===== config.mk =====
export PLATFORM = sky130hd
export DESIGN_NAME = keypad_scanner
export DESIGN_NICKNAME = d
export VERILOG_FILES = /design/src/rtl/keypad_scanner.sv
export SDC_FILE = /design/constraint.sdc
export NUM_CORES = 1
export LEC_CHECK = 0
export BUFFER_PORTS_ARGS = -buffer_cell sky130_fd_sc_hd__buf_4
export CAP_MARGIN = 15
export CORE_MARGIN = 5
export CORE_UTILIZATION = 65
export CTS_CLUSTER_DIAMETER = 60
export DETAILED_ROUTE_END_ITERATION = 8
export PLACE_DENSITY = 0.86
export SKIP_LAST_GASP = 1
export SLEW_MARGIN = 20
export SYNTH_ARGS = -nofsm -noshare
export SYNTH_HDL_FRONTEND = slang
export SYNTH_SLANG_ARGS = --single-unit

===== constraint.sdc =====
create_clock -name clk -period 32.1 [get_ports clk]
set_input_delay 4.815 -clock clk [delete_from_list [all_inputs] [get_ports clk]]
set_output_delay 4.815 -clock clk [all_outputs]
set_load 0.02 [all_outputs]

===== src/rtl/keypad_scanner.sv =====
// keypad_scanner: scans a 4x4 active-low hex keypad, debounces whole-matrix
// snapshots and shifts each accepted key into a 32-bit value at the LSB end.
// Optional feature: define KEYPAD_ROW_SYNC_EN to pass the row pins through a
// two-flop synchronizer (reset to 4'b1111) before they are sampled.

module keypad_scanner #(
  parameter int unsigned SCAN_DIV = 2048,
  parameter int unsigned DEBOUNCE = 4
) (
  input  logic        clk,
  input  logic        rst,
  input  logic [3:0]  row,
  output logic [3:0]  col,
  output logic [31:0] data,
  output logic        key_valid,
  output logic [3:0]  key_code,
  output logic [3:0]  entered
);

  localparam int unsigned DivW    = (SCAN_DIV > 1) ? $clog2(SCAN_DIV) : 1;
  localparam logic [DivW-1:0] DivLast = DivW'(SCAN_DIV - 1);
  localparam logic [3:0] DebCnt   = 4'(DEBOUNCE);
  localparam logic [3:0] EntMax   = 4'd8;

  typedef enum logic [1:0] {
    StIdle,
    StConfirm,
    StHeld
  } state_e;

  // --------------------------------------------------------------------------
  // Column scan timing
  // --------------------------------------------------------------------------
  logic [DivW-1:0] div_q, div_d;
  logic [1:0]      col_idx_q, col_idx_d;
  logic            sample_en;
  logic            scan_end;

  assign sample_en = (div_q == DivLast);
  assign scan_end  = sample_en && (col_idx_q == 2'd3);

  // Divider wraps every SCAN_DIV cycles and steps the column on the wrap.
  always_comb begin
    div_d     = div_q + 1'b1;
    col_idx_d = col_idx_q;
    if (sample_en) begin
      div_d     = '0;
      col_idx_d = col_idx_q + 2'd1;
    end
  end

  // Divider and column index registers.
  always_ff @(posedge clk) begin
    if (rst) begin
      div_q     <= '0;
      col_idx_q <= 2'd0;
    end else begin
      div_q     <= div_d;
      col_idx_q <= col_idx_d;
    end
  end

  // Active-low one-hot column drive decoded from the column index.
  always_comb begin
    col = 4'b1111;
    col[col_idx_q] = 1'b0;
  end

  // --------------------------------------------------------------------------
  // Row input path
  // --------------------------------------------------------------------------
  logic [3:0] row_s;

`ifdef KEYPAD_ROW_SYNC_EN
  logic [3:0] row_meta_q;
  logic [3:0] row_sync_q;

  // Two-flop synchronizer; idles at "no key" so reset never fakes a press.
  always_ff @(posedge clk) begin
    if (rst) begin
      row_meta_q <= 4'b1111;
      row_sync_q <= 4'b1111;
    end else begin
      row_meta_q <= row;
      row_sync_q <= row_meta_q;
    end
  end

  assign row_s = row_sync_q;
`else
  assign row_s = row;
`endif

  // --------------------------------------------------------------------------
  // Snapshot capture and classification
  // --------------------------------------------------------------------------
  logic [15:0] snap_q, snap_d;
  logic [15:0] snap_now;
  logic [4:0]  key_cnt;
  logic [3:0]  key_idx;
  logic        is_none;
  logic        is_single;

  // snap_now merges the current column's rows into the stored snapshot, so at
  // scan end it is the complete 16-key picture without waiting another cycle.
  always_comb begin
    snap_now = snap_q;
    for (int r = 0; r < 4; r++) begin
      snap_now[{2'(r), col_idx_q}] = ~row_s[r];
    end
    snap_d = sample_en ? snap_now : snap_q;
  end

  // Snapshot register; each scan overwrites every column, so no clear needed.
  always_ff @(posedge clk) begin
    if (rst) begin
      snap_q <= '0;
    end else begin
      snap_q <= snap_d;
    end
  end

  // Count pressed keys and remember the index; index only matters when single.
  always_comb begin
    key_cnt = 5'd0;
    key_idx = 4'd0;
    for (int i = 0; i < 16; i++) begin
      if (snap_now[i]) begin
        key_cnt = key_cnt + 5'd1;
        key_idx = 4'(i);
      end
    end
    is_none   = (key_cnt == 5'd0);
    is_single = (key_cnt == 5'd1);
  end

  // --------------------------------------------------------------------------
  // Debounce FSM
  // --------------------------------------------------------------------------
  state_e     state_q, state_d;
  logic [3:0] cand_q, cand_d;
  logic [3:0] cnt_q, cnt_d;
  logic [3:0] rel_q, rel_d;
  logic       accept;
  logic [3:0] acc_code;

  // Next-state logic; only scan-end cycles can move the FSM.
  always_comb begin
    state_d  = state_q;
    cand_d   = cand_q;
    cnt_d    = cnt_q;
    rel_d    = rel_q;
    accept   = 1'b0;
    acc_code = cand_q;
    if (scan_end) begin
      unique case (state_q)
        StIdle: begin
          if (is_single) begin
            cand_d = key_idx;
            if (DebCnt == 4'd1) begin
              accept   = 1'b1;
              acc_code = key_idx;
              rel_d    = 4'd0;
              state_d  = StHeld;
            end else begin
              cnt_d   = 4'd1;
              state_d = StConfirm;
            end
          end
        end
        StConfirm: begin
          if (is_single && (key_idx == cand_q)) begin
            cnt_d = cnt_q + 4'd1;
            if ((cnt_q + 4'd1) == DebCnt) begin
              accept   = 1'b1;
              acc_code = cand_q;
              rel_d    = 4'd0;
              state_d  = StHeld;
            end
          end else begin
            state_d = StIdle;
          end
        end
        StHeld: begin
          // Any key activity, even a different or multi press, restarts release.
          if (is_none) begin
            if ((rel_q + 4'd1) == DebCnt) begin
              rel_d   = 4'd0;
              state_d = StIdle;
            end else begin
              rel_d = rel_q + 4'd1;
            end
          end else begin
            rel_d = 4'd0;
          end
        end
        default: begin
          state_d = StIdle;
        end
      endcase
    end
  end

  // FSM state and counters.
  always_ff @(posedge clk) begin
    if (rst) begin
      state_q <= StIdle;
      cand_q  <= 4'd0;
      cnt_q   <= 4'd0;
      rel_q   <= 4'd0;
    end else begin
      state_q <= state_d;
      cand_q  <= cand_d;
      cnt_q   <= cnt_d;
      rel_q   <= rel_d;
    end
  end

  // --------------------------------------------------------------------------
  // Accepted-key outputs
  // --------------------------------------------------------------------------
  logic [31:0] data_q, data_d;
  logic [3:0]  key_code_q, key_code_d;
  logic [3:0]  entered_q, entered_d;
  logic        key_valid_q, key_valid_d;

  // An accept updates all outputs in the same cycle, one cycle after scan end.
  always_comb begin
    data_d      = data_q;
    key_code_d  = key_code_q;
    entered_d   = entered_q;
    key_valid_d = accept;
    if (accept) begin
      data_d     = {data_q[27:0], acc_code};
      key_code_d = acc_code;
      if (entered_q != EntMax) begin
        entered_d = entered_q + 4'd1;
      end
    end
  end

  // Output registers.
  always_ff @(posedge clk) begin
    if (rst) begin
      data_q      <= '0;
      key_code_q  <= 4'd0;
      entered_q   <= 4'd0;
      key_valid_q <= 1'b0;
    end else begin
      data_q      <= data_d;
      key_code_q  <= key_code_d;
      entered_q   <= entered_d;
      key_valid_q <= key_valid_d;
    end
  end

  assign data      = data_q;
  assign key_code  = key_code_q;
  assign entered   = entered_q;
  assign key_valid = key_valid_q;

endmodule


==> impl_metrics.toml <==
[outcome]
outcome = "finished clean"

[cells_and_area]
final_net_count = 761
num-fill-cells = 596
final_cell_mix = "104 x nor2_1, 80 x dfxtp_1, 67 x nand2_1, 50 x buf_4, 48 x a21oi_1"
layout_commonest_cell = "nor2_1"
drive_gt1_frac = 0.122
num_antenna_cells = 0
area_growth_pct = 9.72

[place]
gp_congestion = 0.926
port_buffers = 50
dp_hpwl_um = 9820

[clock_tree]
cts_max_path_buffers = 2
cts-root-buf = "clkbuf_8"
h-tree-depth = 3
path_clk_slew_ps = 90
post_cts_buffers = 0
clock-sinks = 80
insertion_delay_ps = 350
cts_tree = "done"
cts_resized = 0
cts_made_buffers = 9
hold_buffers = 0

[routing]
routedWlPerCell_um = 16.1
final_antenna_net_count = 0
route.vias.total = 5169
viasPerCell = 6.15
drt-initial-drc-count = 376
drc = 0
drt-total-wl_um = 13500
dr.pass1.iters = 6

[synth]
synth-simple-area-share = 0.234
ys_seq_area_frac = 0.287
ys_types = 75
synth_flop_cell = "dfxtp_1"
synth_fp_nets = 738
async_flop_share = 0
synth_cells = 707
synth_warnings = 0
synth.largest_area_cell = "dfxtp_1"
synth-seq-cells = 80
synth_top_family_by_area = "simple AND/OR/NAND/NOR gates"
muxShareOfSynthArea = 0.0710
syn_area_per_cell_um2 = 7.91
syn_area_um2 = 5590
synth_compound_area_frac = 0.186
synth_area_leaders = "dfxtp_1 29%, nor2_1 7.0%, mux2i_1 6.1%"
yosysTopAreaCellShare = 0.287
synth_edf_count = 0
synthAdderAreaFrac = 0.0560
synthXorXnorAreaFrac = 0.114

[power_and_ir_drop]
power_leakage_nw = 2.64
total_power_mw = 0.202
p_per_area_nw_per_um2 = 33.0
irDropWorstVdd_uv = 21.6

[setup_path]
path_class = "input port to flip-flop"
crit_family = "adder cells"
path_max_fanout = 42
critPathMaxStageDelay_ps = 740
critPathLaunchType = "input port"
critical_path_buf_inv_count = 4
cp.arrival_ps = 15800
crit_required_ps = 32340
worstSetupEndpointType = "flip-flop"
slowest_stage = "a211o_2"
crit_top_cell = "ha_1"

[sta]
report.final.slew_viol_count = 0
period_share = 0.485
hold_viol = 0
rsz0062_at_grt = "false"
finalSetupTns_ps = 0
worstMarginPinSlew_ps = 1010
setup_viol = 0
maxSlewHeadroom = 0.325
period_needed_ps = 15560
fin_worst_skew_ps = 8.43
fmaxAchievable_mhz = 64.3

[grt]
antenna_found_initial = 0
grt_pass1_wl_um = 22800
grt-ovfl-total = 0
grt_pass1_vias = 4976
grt_util_all_layers = 0.264
grt_start_max_net_pins = 78

[floorplan]
pin_count = 51
die_x_um = 103
die-area_um2 = 10600
initial_utilization = 0.673
fp.dieH_um = 103
core-area_um2 = 8300
row_count = 33

[flow_run]
max_cap_viol_count = 0

[min_path]
hp-class = "flip-flop to flip-flop"
-- where the power goes --
part           leakage (nW)  internal, mW  switching (mW)  total [mW]
Clock                 0.104        0.0375          0.0402      0.0777
Sequential            0.645        0.0995        0.000323      0.0998
Combinational          1.89       0.00900          0.0158      0.0248
-- path summary, 6_finish.rpt --
check	start	to	slack [ps]	depth (start not counted)
worst max-delay path	row[0]	entered[0]	16540	56
worst min-delay path	snap_q[7]	snap_q[7]	480	2
worst max register to register	col_idx_q[0]	entered[0]	20030	55
worst min register to register	snap_q[7]	snap_q[7]	480	2
-- cell type report --
| cell class | count | area (um^2) | share of cell area |
|---|---|---|---|
| tap | 105 | 131 | 0.0214 |
| inverter | 31 | 116 | 0.0190 |
| clock buffer | 9 | 124 | 0.0202 |
| sequential | 80 | 1600 | 0.261 |
| timing repair buffer | 50 | 375 | 0.0612 |
| clock inverter | 7 | 88.8 | 0.0145 |
| multi-input combinational | 558 | 3690 | 0.603 |
-- kinds of logic after synthesis --
| family | count (synthesis) |
|---|---|
| DFF | 80 |
| buffers and inverters | 69 |
| and+or+nand+nor | 278 |
| xor gates and xnor gates | 60 |
| muxes | 39 |
| adders and majority gates | 25 |
| AOI/OAI and AO/OA | 156 |
-- Yosys cell counts, drive strengths merged (4+ instances only) --
library cell,count
nor2,105
dfxtp,80
nand2,67
a21oi,49
mux2i,34
xnor2,34
inv,29
o21ai,28
nand3,26
ha,25
clkbuf,23
xor2,19
buf,15
a31oi,12
nor3,10
o211ai,9
and3,8
nand4,8
nor2b,8
a21o,7
nand2b,7
nor3b,7
and2,6
xnor3,6
mux2,5
nand3b,5
o21a,5
or4,5
a211oi,4
a32oi,4
nor4,4
or2,4
or3,4
-- registers in the layout, summed over array words and instances, names as in the netlist --
name / count
cand_q: 4
col_idx_q: 2
key_valid: 1
entered: 4
snap_q: 16
cnt_q: 4
rel_q: 4
data: 32
state_q: 2
div_q: 11
-- worst register-to-register path, delay by kind of cell, from the launching register on --
| family | cells | cell delay, ps |
|---|---|---|
| AOI/OAI and AO/OA | 19 | 3960 |
| xor gates and xnor gates | 1 | 160 |
| adders and majority gates | 15 | 4710 |
| buffers and inverters | 3 | 250 |
| DFF | 1 | 420 |
| muxes | 5 | 1230 |
| and+or+nand+nor | 12 | 1240 |
-- per-layer routing --
metal  share of wire  global-route usage  vias to the layer above
li1                -                   -                     2539
met5               0                   0                        -
met1            0.41               0.333                     2416
met2            0.51               0.464                      183
met4           0.018              0.0777                        0
met3           0.061              0.0460                       31
-- per-stage QoR --
stage	hold slack [ps]	cell area, um^2	setup WS [ps]	util	std cells
3_3_place_gp	439	5920	16740	0.713	824
3_5_place_dp	461	5920	16230	0.713	824
5_1_grt	507	6130	15610	0.739	840
6_report	476	6130	16540	0.739	840
2_1_floorplan	430	5590	17650	-	707
4_1_cts	474	6130	16610	0.739	840
Power figures use the tool's default switching activity.
